==> src/rtl/game_sequencer.sv <==
// Game flow sequencer: loads amount/key per player, then runs animation rounds
// until MAX_ROUNDS are complete. Synchronous active-low reset.
module game_sequencer #(
    parameter int NUM_PLAYERS  = 2,
    parameter int ANIM_TIMEOUT = 1023,
    parameter int MAX_ROUNDS   = 8,
    localparam int PW = (NUM_PLAYERS > 2) ? $clog2(NUM_PLAYERS) : 1,
    localparam int RW = $clog2(MAX_ROUNDS + 1)
) (
    input  logic          clock,
    input  logic          resetn,
    input  logic          load_signal,
    input  logic          start_signal,
    input  logic          done,
    output logic          load_screen,
    output logic          load_amount,
    output logic          load_key,
    output logic [PW-1:0] player_sel,
    output logic          initialize_done,
    output logic          start_animation,
    output logic          anim_busy,
    output logic          anim_timeout,
    output logic [RW-1:0] round_count,
    output logic          game_over
);

    localparam int TW = (ANIM_TIMEOUT > 1) ? $clog2(ANIM_TIMEOUT) : 1;

    localparam logic [2:0] S_IDLE      = 3'd0;
    localparam logic [2:0] S_LOAD_AMT  = 3'd1;
    localparam logic [2:0] S_WAIT_KEY  = 3'd2;
    localparam logic [2:0] S_LOAD_KEY  = 3'd3;
    localparam logic [2:0] S_WAIT_AMT  = 3'd4;
    localparam logic [2:0] S_READY     = 3'd5;
    localparam logic [2:0] S_ANIM      = 3'd6;
    localparam logic [2:0] S_GAME_OVER = 3'd7;

    localparam logic [PW-1:0] LAST_P = PW'(NUM_PLAYERS - 1);
    localparam logic [TW-1:0] LAST_T = TW'(ANIM_TIMEOUT - 1);
    localparam logic [RW-1:0] LAST_R = RW'(MAX_ROUNDS - 1);

    logic [2:0]    state_q, state_d;
    logic [PW-1:0] player_q, player_d;
    logic [RW-1:0] round_q, round_d;
    logic [TW-1:0] timer_q, timer_d;

    always_ff @(posedge clock) begin
        if (!resetn) begin
            state_q  <= S_IDLE;
            player_q <= '0;
            round_q  <= '0;
            timer_q  <= '0;
        end else begin
            state_q  <= state_d;
            player_q <= player_d;
            round_q  <= round_d;
            timer_q  <= timer_d;
        end
    end

    always_comb begin
        state_d  = state_q;
        player_d = player_q;
        round_d  = round_q;
        timer_d  = timer_q;
        case (state_q)
            S_IDLE: begin
                if (load_signal) begin
                    state_d  = S_LOAD_AMT;
                    player_d = '0;
                end
            end
            S_LOAD_AMT: if (!load_signal) state_d = S_WAIT_KEY;
            S_WAIT_KEY: if (load_signal) state_d = S_LOAD_KEY;
            S_LOAD_KEY: begin
                if (!load_signal) begin
                    if (player_q < LAST_P) begin
                        state_d  = S_WAIT_AMT;
                        player_d = player_q + PW'(1);
                    end else begin
                        state_d = S_READY;
                    end
                end
            end
            S_WAIT_AMT: if (load_signal) state_d = S_LOAD_AMT;
            S_READY: begin
                if (start_signal) begin
                    state_d = S_ANIM;
                    timer_d = '0;
                end
            end
            S_ANIM: begin
                // done and the final timeout cycle both end the round the same way
                if (done || timer_q == LAST_T) begin
                    timer_d = '0;
                    round_d = round_q + RW'(1);
                    state_d = (round_q == LAST_R) ? S_GAME_OVER : S_READY;
                end else begin
                    timer_d = timer_q + TW'(1);
                end
            end
            S_GAME_OVER: begin
                if (start_signal) begin
                    state_d  = S_IDLE;
                    round_d  = '0;
                    player_d = '0;
                end
            end
            default: state_d = S_IDLE;
        endcase
    end

    assign load_screen     = (state_q == S_IDLE);
    assign load_amount     = (state_q == S_LOAD_AMT);
    assign load_key        = (state_q == S_LOAD_KEY);
    assign initialize_done = (state_q == S_READY);
    assign anim_busy       = (state_q == S_ANIM);
    assign game_over       = (state_q == S_GAME_OVER);
    assign start_animation = anim_busy && (timer_q == '0);
    assign anim_timeout    = anim_busy && !done && (timer_q == LAST_T);
    assign player_sel      = player_q;
    assign round_count     = round_q;

endmodule

==> config.mk <==
export PLATFORM = sky130hd
export DESIGN_NAME = game_sequencer
export DESIGN_NICKNAME = d
export VERILOG_FILES = /design/src/rtl/game_sequencer.sv
export SDC_FILE = /design/constraint.sdc
export NUM_CORES = 1
export LEC_CHECK = 0
export BUFFER_PORTS_ARGS = -buffer_cell sky130_fd_sc_hd__buf_4
export CORE_ASPECT_RATIO = 1.1
export CORE_MARGIN = 8
export CORE_UTILIZATION = 40
export DETAILED_ROUTE_END_ITERATION = 16
export PLACE_DENSITY_LB_ADDON = 0.25
export SYNTH_ARGS = -nofsm -noshare
export SYNTH_HDL_FRONTEND = slang
export SYNTH_SLANG_ARGS = --single-unit
==> constraint.sdc <==
create_clock -name clock -period 1.81 [get_ports clock]
set_input_delay 0.181 -clock clock [delete_from_list [all_inputs] [get_ports clock]]
set_output_delay 0.181 -clock clock [all_outputs]
set_load 0.02 [all_outputs]
==> impl_metrics.py, run 1 <==
metrics = {
    "status": {
        "status": "finished clean",
    },
    "power": {
        "totalPowerFinal_mw": 0.683,
        "power.static_leakage_nw": 0.549,
        "power.density_nw_per_um2": 475,
        "ir_worst_vdd_mv": 0.479,
    },
    "route": {
        "drtPass1Iterations": 4,
        "viasPerCell": 6.04,
        "drtIter0Drc": 46,
        "m1WireLength_mm": 1.37,
        "via_count": 1208,
        "routedWlPerCell_um": 15.3,
        "wl_met3_um": 187,
        "drtAntennaViolNets": 0,
        "totalWireLength_mm": 3.05,
        "met2_length_mm": 1.46,
        "dr.max_layer_used": "met4",
        "drc_errors": 0,
    },
    "global_routing": {
        "grt_pass1_wl_mm": 4.93,
        "grt_overflow": 0,
        "grt_pass1_vias": 1073,
        "grt_usage_pct": 12.3,
        "antenna_found_initial": 0,
        "grt_max_degree": 17,
    },
    "yosys": {
        "yosysWarnings": 0,
        "synth_top_area_share_pct": 29.7,
        "dominantRegCellSynth": "dfxtp_1",
        "synth-async-reset-ratio_pct": 0,
        "ys_ff_latch": 18,
        "yosys.cell_count.top_type": "dfxtp_1",
        "syn_inst": 147,
        "ys_seq_area_share_pct": 29.7,
        "synthTopCellsByArea": "dfxtp_1 (30%), nand3_1 (4.5%), nand2_1 (4.3%)",
        "synth_cell_types": 45,
        "syn_avg_cell_area_um2": 8.26,
        "syn-num-nets": 156,
        "synth_common_cells": "dfxtp_1 (18), nand2_1 (14), nand3_1 (11)",
        "synth_edf_count": 0,
        "synth_area_um2": 1210,
        "synth_area_leader_cell": "dfxtp_1",
    },
    "placed_design": {
        "dp_hpwl_mm": 2.23,
        "dp_cells": 196,
        "port_buffers": 17,
        "place_ws_ns": 0.172,
        "place.gp.congestion": 0.880,
        "post_dp_cell_area_um2": 1380,
    },
    "sta": {
        "finalHoldViolations": 0,
        "clock_skew_ns": 0.00525,
        "finalCriticalPeriod_ns": 1.73,
        "hold_slack_ns": 0.199,
        "finalSetupViolCount": 0,
        "tightest_slew_ns": 0.506,
        "setup-tns-final_ns": 0,
        "period_share_pct": 95.5,
        "slew_headroom_pct": 66.2,
        "fmax_ghz": 0.578,
        "worst_slack_ns": 0.0807,
        "maxSlewViolCount": 0,
    },
    "setup_path": {
        "worstSetupStartpointType": "flop",
        "slowest_stage": "dfxtp_1",
        "crit_required_ns": 1.63,
        "worst-path-buf-inv": 2,
        "path_depth": 6,
        "path_delay_family": "simple AND/OR/NAND/NOR gates",
        "worstSetupEndpoint": "anim_timeout",
        "reg2reg_from": "timer_q[0]$_SDFFE_PN0P_",
        "reg2regPathDepth": 7,
        "crit_arrival_ns": 1.55,
        "critPathLaunch": "timer_q[0]$_SDFFE_PN0P_",
        "crit_path_max_fanout": 4,
        "reg2reg_to": "round_count[3]$_SDFFE_PN0P_",
        "cp_cell_sequence": "inv_2 -> ha_1 -> and4_4 -> nand3_1 -> nor2_1 -> buf_4",
        "crit_type": "flop to output pin",
        "cp-end-kind": "output pin",
        "cpPeakStageDelay_ns": 0.34,
        "r2r_slack_ns": 0.08,
    },
    "layout": {
        "antenna_cells": 0,
        "post-route-cell-area_um2": 1440,
        "drive_gt1_share_pct": 25.3,
        "fin_nets": 177,
        "fin_util_pct": 48.4,
        "syn2layout_area_growth_pct": 18.2,
        "stdcell_count": 200,
    },
    "floorplanning": {
        "die_w_um": 68.5,
        "die_y_um": 73.8,
        "start_util_pct": 40.9,
        "die_area_um2": 5060,
        "num_rows": 21,
        "fp.coreArea_um2": 2970,
        "boundaryPins": 18,
    },
    "clocking": {
        "cts-root-buf": "clkbuf_4",
        "cts_tree": "built",
        "clk_pin_slew_ns": 0.11,
        "htreeDepth": 1,
        "cts_buffer_depth": 2,
        "clkLatencyLatePin_ns": 0.30,
        "cts.sinks": 18,
        "cts_made_buffers": 3,
    },
    "hold_path": {
        "hp-class": "primary input to flop",
    },
    "job": {
        "max_cap_violations": 0,
    },
}
==> cell usage in the layout, fill, tap and decap left out, types with 3 or more instances in the layout <==
| cell | instances |
|---|---|
| nand2_1 | 14 |
| and2_1 | 4 |
| a31oi_1 | 5 |
| o21ai_0 | 4 |
| nand3_1 | 11 |
| nand2b_1 | 3 |
| buf_4 | 24 |
| dfxtp_1 | 15 |
| clkbuf_4 | 3 |
| a21oi_1 | 9 |
| inv_1 | 7 |
| o21ai_1 | 3 |
| o31a_1 | 4 |
| nor4_1 | 4 |
| ha_1 | 4 |
| nor2_1 | 8 |
==> metal layers <==
metal / global-route usage [%] / vias up
met2: 20.4 / 35
met5: 0 / -
met1: 14.4 / 578
li1: - / 591
met3: 4.42 / 4
met4: 2.96 / 0
==> flip-flops by register name, indices dropped and copies added, names as in the netlist <==
signal,count
round_count,4
player_sel,1
timer_q,10
state_q,3
==> where the power goes <==
part | leakage, nW | switching (mW) | total (mW) | internal [mW]
combinational | 0.389 | 0.0382 | 0.0674 | 0.0292
clock | 0.0138 | 0.131 | 0.208 | 0.0776
sequential | 0.147 | 0.00760 | 0.407 | 0.399
==> cells by family after synthesis <==
logic type	synth area share (%)
and+or+nand+nor	29.7
DFF	29.7
AOI/OAI and AO/OA	28.5
xor gates and xnor gates	0.721
adders and majority gates	4.12
buffers and inverters	7.31
==> worst min path at each step <==
stage,from,endpoint,slack (ns),depth (start not counted)
floorplan,resetn,timer_q[1]$_SDFFE_PN0P_,0.39,2
global placement,timer_q[9]$_SDFFE_PN0P_,timer_q[9]$_SDFFE_PN0P_,0.51,2
detailed placement,timer_q[9]$_SDFFE_PN0P_,timer_q[9]$_SDFFE_PN0P_,0.51,2
CTS,resetn,round_count[2]$_SDFFE_PN0P_,0.19,2
global route,resetn,round_count[2]$_SDFFE_PN0P_,0.19,2
finish,resetn,round_count[2]$_SDFFE_PN0P_,0.20,2
==> cell type report <==
type	instances	area (um^2)
fillers	286	1530
clock buffers	3	22.5
multi-input cells	112	774
well taps	34	42.5
inverters	8	30.0
repair buffers	25	200
flip-flops and latches	18	367
==> what timing repair did <==
| action | 4_1_cts | 5_1_grt |
|---|---|---|
| endpoints found under the setup margin | 1 | 2 |
| hold buffers | 0 | 0 |
| gates resized for setup | 1 | 6 |
| pin swaps | 0 | 1 |
| buffers inserted | 0 | 1 |
Power figures use the tool's default switching activity.
==> run 2: changes to the inputs <==
--- a/config.mk
+++ b/config.mk
@@ -5,6 +5,7 @@
 export SDC_FILE = /design/constraint.sdc
 export NUM_CORES = 1
 export LEC_CHECK = 0
+export ABC_AREA = 1
 export BUFFER_PORTS_ARGS = -buffer_cell sky130_fd_sc_hd__buf_4
 export CORE_ASPECT_RATIO = 1.1
 export CORE_MARGIN = 8
==> run 2 against run 1 <==
Synthesized area is 6.0% lower. Sequential cell count stayed put. Clock-buffer cell count stayed put. Register-to-register slack better by 0.09 ns. Maximum frequency is 2.7% higher. Sequential share of layout area is 1.4 points higher. Largest power group is now combinational logic. Synthesized cell count is 22% higher. Via count is 4.3% lower. Clock power is 4% lower.
==> impl_metrics.py, run 2 <==
metrics = {
    "setup_path": {
        "crit_arrival_ns": 1.50,
        "reg2reg_from": "timer_q[0]$_SDFFE_PN0P_",
        "crit_path_max_fanout": 4,
        "reg2regPathDepth": 10,
        "r2r_slack_ns": 0.17,
        "cp-end-kind": "output pin",
        "worstSetupStartpointType": "flop",
        "crit_required_ns": 1.63,
        "crit_type": "flop to output pin",
        "reg2reg_to": "timer_q[9]$_SDFFE_PN0P_",
    },
    "yosys": {
        "syn_avg_cell_area_um2": 6.35,
        "syn_inst": 180,
        "synth_common_cells": "nand2_1 (50), inv_1 (20), dfxtp_1 (18), nor2_1 (18)",
        "synth_edf_count": 0,
        "synth_top_area_share_pct": 31.5,
        "dominantRegCellSynth": "dfxtp_1",
        "yosysWarnings": 0,
        "ys_seq_area_share_pct": 31.5,
        "yosys.cell_count.top_type": "nand2_1",
        "synth_area_leader_cell": "dfxtp_1",
        "synth_cell_types": 25,
        "syn-num-nets": 189,
        "synthTopCellsByArea": "dfxtp_1 (32%), nand2_1 (16%), a21oi_1 (6.6%)",
        "synth_area_um2": 1140,
        "ys_ff_latch": 18,
        "synth-async-reset-ratio_pct": 0,
    },
    "route": {
        "totalWireLength_mm": 2.75,
        "drtIter0Drc": 83,
        "routedWlPerCell_um": 11.8,
        "drtPass1Iterations": 4,
        "viasPerCell": 4.96,
        "drtAntennaViolNets": 0,
        "drc_errors": 0,
        "via_count": 1156,
    },
    "clocking": {
        "clkLatencyLatePin_ns": 0.30,
        "clk_pin_slew_ns": 0.11,
        "cts_tree": "built",
        "cts_setup_buffers": 0,
        "htreeDepth": 1,
        "cts_buffer_depth": 2,
        "cts-root-buf": "clkbuf_4",
        "cts.sinks": 18,
        "cts_made_buffers": 3,
    },
    "layout": {
        "seq_area_um2": 363,
        "syn2layout_area_growth_pct": 18.0,
        "multi_input_area_um2": 684,
        "fin_util_pct": 49.0,
        "fin_nets": 211,
        "antenna_cells": 0,
        "largest_reg_flops": 10,
        "final_cell_mix": "nand2_1 (50), inv_1 (20), buf_4 (19), nor2_1 (18), dfxtp_1 (16)",
        "drive_gt1_share_pct": 22.0,
        "fillers": 302,
        "final_common_cell": "nand2_1",
        "post-route-cell-area_um2": 1350,
        "regMostFlops": "timer_q",
    },
    "global_routing": {
        "grt_max_degree": 12,
        "grt_usage_pct": 11.8,
        "antenna_found_initial": 0,
        "grt_overflow": 0,
        "grt_pass1_vias": 1085,
        "grt_pass1_wl_mm": 4.61,
    },
    "sta": {
        "fmax_ghz": 0.594,
        "hold_slack_ns": 0.175,
        "clock_skew_ns": 0.0179,
        "finalCriticalPeriod_ns": 1.68,
        "finalSetupViolCount": 0,
        "slew_headroom_pct": 82.6,
        "maxSlewViolCount": 0,
        "setup-tns-final_ns": 0,
        "finalHoldViolations": 0,
        "tightest_slew_ns": 0.260,
        "rsz0062_at_grt": "no",
        "period_share_pct": 93.0,
    },
    "hold_path": {
        "min_path_cells": 3,
        "holdPathEnd": "state_q[1]$_SDFFE_PN0P_",
        "hp-class": "primary input to flop",
        "min_from": "resetn",
    },
    "power": {
        "power.static_leakage_nw": 0.622,
        "ir_worst_vdd_mv": 0.677,
        "totalPowerFinal_mw": 1.32,
        "power.density_nw_per_um2": 977,
    },
    "floorplanning": {
        "die_y_um": 72.1,
        "num_rows": 20,
        "boundaryPins": 18,
        "fp.coreArea_um2": 2750,
        "die_w_um": 67.0,
        "start_util_pct": 41.5,
        "die_area_um2": 4820,
    },
    "placed_design": {
        "place.gp.congestion": 0.896,
        "dp_hpwl_mm": 2.18,
        "post_dp_cell_area_um2": 1310,
        "port_buffers": 17,
    },
    "status": {
        "status": "finished clean",
    },
    "job": {
        "max_cap_violations": 0,
    },
}
run 2: cell types whose count changed after synthesis, sizes merged, moves of 3 or more:
| cell | change |
|---|---|
| a21oi | +6 |
| a31oi | -6 |
| and2 | -4 |
| and4 | -3 |
| buf | -5 |
| inv | +17 |
| nand2 | +39 |
| nand2b | -3 |
| nand3 | +5 |
| nor2 | +18 |
| nor4 | -4 |
| o31a | -4 |
| xor2 | +3 |
run 2: timing repair:
| item | CTS | global route |
|---|---|---|
| setup endpoints to repair | 0 | 1 |
| gates resized for setup | 0 | 4 |
| hold endpoints to repair | 0 | 0 |
| hold buffers | 0 | 0 |
run 2: worst max-delay path, cell delays in order, from the launching register on:
cell and delay, ns:
dfxtp_1 0.35, inv_1 0.11, ha_1 0.16, nand3_1 0.07, nor2_1 0.09, nand2_1 0.07, nor3_1 0.17, buf_4 0.18
run 2: per-layer routing:
layer	GRT usage, %	routed length, um	share of wire (%)	vias up
li1	-	-	-	619
met1	14.5	1320	48	518
met2	19.8	1300	47	15
met3	2.47	106	3.9	4
met4	3.49	19	0.69	0
met5	0	0	0	-
run 2: where the power goes:
| group | total [mW] | leakage (nW) | internal [mW] | switching (mW) |
|---|---|---|---|---|
| sequential | 0.519 | 0.147 | 0.449 | 0.0695 |
| clock | 0.199 | 0.0138 | 0.0773 | 0.122 |
| combinational | 0.599 | 0.461 | 0.220 | 0.379 |
run 2: how the worst max path moves through the flow:
| stage | from | to | slack (ns) | cells after the start |
|---|---|---|---|---|
| 2_1_floorplan | state_q[2]$_SDFFE_PN0P_ | start_animation | 0.15 | 4 |
| 3_3_place_gp | state_q[2]$_SDFFE_PN0P_ | start_animation | 0.33 | 5 |
| 3_5_place_dp | timer_q[0]$_SDFFE_PN0P_ | timer_q[9]$_SDFFE_PN0P_ | 0.24 | 10 |
| 4_1_cts | state_q[2]$_SDFFE_PN0P_ | start_animation | 0.01 | 5 |
| 5_1_grt | timer_q[0]$_SDFFE_PN0P_ | anim_timeout | 0.04 | 7 |
| 6_report | timer_q[0]$_SDFFE_PN0P_ | anim_timeout | 0.13 | 7 |
run 2: area by class of cell:
class | instances | share of cell area [%]
multi-input combinational | 135 | 50.8
sequential | 18 | 26.9
timing repair buffer | 19 | 10.6
tap | 33 | 3.06
clock buffer | 3 | 1.67
inverter | 25 | 6.96
run 2: through the flow:
step / cells / setup slack, ns
6_report: 233 / 0.126
5_1_grt: 233 / 0.0438
4_1_cts: 233 / 0.0118
3_5_place_dp: 230 / 0.243
3_3_place_gp: 230 / 0.332
2_1_floorplan: 180 / 0.148
run 2: kinds of logic (layout without fill, tap and decap cells):
kind of cell / count (synthesis) / in the layout / synth area share (%)
flip-flops: 18 / 18 / 31.5
AO/OA/AOI/OAI: 26 / 26 / 11.9
adder cells (fa/ha/maj): 4 / 4 / 4.38
XOR/XNOR: 3 / 3 / 2.30
AND/OR/NAND/NOR: 102 / 102 / 40.3
buffers and inverters: 27 / 47 / 9.53
==> run 3: changes to the inputs <==
--- a/config.mk
+++ b/config.mk
@@ -12,6 +12,7 @@
 export CORE_UTILIZATION = 40
 export DETAILED_ROUTE_END_ITERATION = 16
 export PLACE_DENSITY_LB_ADDON = 0.25
+export REMOVE_ABC_BUFFERS = 1
 export SYNTH_ARGS = -nofsm -noshare
 export SYNTH_HDL_FRONTEND = slang
 export SYNTH_SLANG_ARGS = --single-unit
==> run 3 against run 2 <==
Via count rose by 1.5%. Sequential power hardly changed. Clock skew is 0.016 ns lower. Clock power increased by 3%.
==> impl_metrics.py, run 3 (synthesis gave the netlist of run 2 again) <==
metrics = {
    "status": {
        "status": "finished clean",
    },
    "global_routing": {
        "grt_pass1_wl_mm": 4.93,
        "grt_max_degree": 12,
        "grt.busiest_layer": "met2",
        "use_met2_pct": 18.7,
        "gr-usage-met3_pct": 3.08,
        "grt_overflow": 0,
        "grt_pass1_vias": 1118,
        "antenna_found_initial": 0,
        "gr-usage-met1_pct": 16.9,
        "grt_usage_pct": 12.6,
    },
    "layout": {
        "largest_reg_flops": 10,
        "antenna_cells": 0,
        "final_cell_mix": "nand2_1 (50), inv_1 (20), nor2_1 (18), buf_4 (18), dfxtp_1 (16)",
        "fillers": 291,
        "drive_gt1_share_pct": 22.1,
        "multi_input_area_um2": 689,
        "fin_nets": 210,
        "final_common_cell": "nand2_1",
        "seq_area_um2": 363,
        "regMostFlops": "timer_q",
        "syn2layout_area_growth_pct": 17.7,
    },
    "sta": {
        "maxSlewViolCount": 0,
        "finalSetupViolCount": 0,
        "period_share_pct": 93.3,
        "finalHoldViolations": 0,
        "fmax_ghz": 0.592,
        "tightest_slew_ns": 0.270,
        "setup-tns-final_ns": 0,
        "finalCriticalPeriod_ns": 1.69,
        "rsz0062_at_grt": "no",
        "worst_slack_ns": 0.122,
        "slew_headroom_pct": 82.0,
        "clock_skew_ns": 0.00150,
    },
    "clocking": {
        "cts-root-buf": "clkbuf_4",
        "cts.sinks": 18,
        "cts.hold.buffers_added": 0,
        "cts_made_buffers": 3,
        "htreeDepth": 1,
        "clkLatencyLatePin_ns": 0.29,
        "cts_setup_buffers": 0,
        "clk_pin_slew_ns": 0.10,
        "cts_tree": "built",
        "cts_buffer_depth": 2,
    },
    "route": {
        "drtPass1Iterations": 4,
        "viasPerCell": 5.06,
        "drtIter0Drc": 89,
        "drc_errors": 0,
        "via_count": 1173,
        "routedWlPerCell_um": 12.1,
        "drtAntennaViolNets": 0,
        "totalWireLength_mm": 2.82,
    },
    "setup_path": {
        "r2r_slack_ns": 0.18,
        "worstSetupStartpointType": "flop",
        "crit_path_max_fanout": 6,
        "reg2regPathDepth": 10,
        "reg2reg_from": "timer_q[0]$_SDFFE_PN0P_",
        "crit_required_ns": 1.63,
        "crit_type": "flop to output pin",
        "reg2reg_to": "timer_q[4]$_SDFFE_PN0P_",
        "crit_arrival_ns": 1.51,
        "cp-end-kind": "output pin",
        "critPathLaunch": "state_q[0]$_SDFFE_PN0P_",
    },
    "floorplanning": {
        "die_w_um": 67.0,
        "boundaryPins": 18,
        "die_area_um2": 4820,
        "start_util_pct": 41.5,
        "fp.coreArea_um2": 2750,
        "die_y_um": 72.1,
        "num_rows": 20,
    },
    "hold_path": {
        "holdPathEnd": "state_q[1]$_SDFFE_PN0P_",
        "min_path_cells": 3,
        "min_from": "resetn",
        "hp-class": "primary input to flop",
    },
    "placed_design": {
        "dp_hpwl_mm": 2.24,
        "port_buffers": 17,
        "place_ws_ns": 0.226,
        "place.gp.congestion": 0.871,
    },
    "power": {
        "power.static_leakage_nw": 0.616,
        "power.density_nw_per_um2": 982,
        "ir_worst_vdd_mv": 0.674,
    },
    "job": {
        "max_cap_violations": 0,
    },
}
-- run 3: what timing repair did --
| item | CTS | global route |
|---|---|---|
| setup endpoints to repair | 1 | 2 |
| hold endpoints to repair | 0 | 0 |
| resized for setup | 2 | 3 |
-- run 3: routing by layer --
layer	wire (um)	up-vias
met3	111	7
met5	0	-
met1	1410	532
li1	-	615
met2	1240	19
met4	55	0
-- run 3: final cells by class --
| type | instances | share of cell area [%] |
|---|---|---|
| Clock buffer | 3 | 1.67 |
| Inverter | 25 | 6.98 |
| Multi-Input combinational cell | 135 | 51.3 |
| Sequential cell | 18 | 27.0 |
| Tap cell | 33 | 3.07 |
| Timing Repair Buffer | 18 | 10.0 |
-- run 3: how the worst max path moves through the flow --
| stage | to | slack (ns) | cells after the start |
|---|---|---|---|
| 2_1_floorplan | start_animation | 0.15 | 4 |
| 3_3_place_gp | start_animation | 0.30 | 5 |
| 3_5_place_dp | timer_q[4]$_SDFFE_PN0P_ | 0.23 | 10 |
| 4_1_cts | start_animation | 0.03 | 5 |
| 5_1_grt | start_animation | 0.006 | 6 |
| 6_report | start_animation | 0.12 | 6 |
-- run 3: power breakdown --
| part | internal [mW] | leakage, nW | switching (mW) |
|---|---|---|---|
| Clock | 0.0775 | 0.0138 | 0.127 |
| Sequential | 0.449 | 0.147 | 0.0687 |
| Combinational | 0.218 | 0.456 | 0.379 |
-- run 3: critical path, cell delays in order, from the launching register on --
cell and delay (ns):
dfxtp_1 0.35, inv_1 0.12, nand3_2 0.14, inv_2 0.14
nand3_1 0.10, nor4_2 0.17, buf_4 0.19
-- run 3: through the flow --
stage	hold slack, ns	area (um^2)	total power, mW	std cells	utilization (%)
5_1_grt	0.173	1350	1.43	232	48.9
6_report	0.168	1350	1.32	232	48.9
4_1_cts	0.170	1330	1.33	232	48.4
3_5_place_dp	0.467	1300	1.11	229	47.4
3_3_place_gp	0.465	1300	1.11	229	47.4
2_1_floorplan	0.302	1130	0.922	178	-
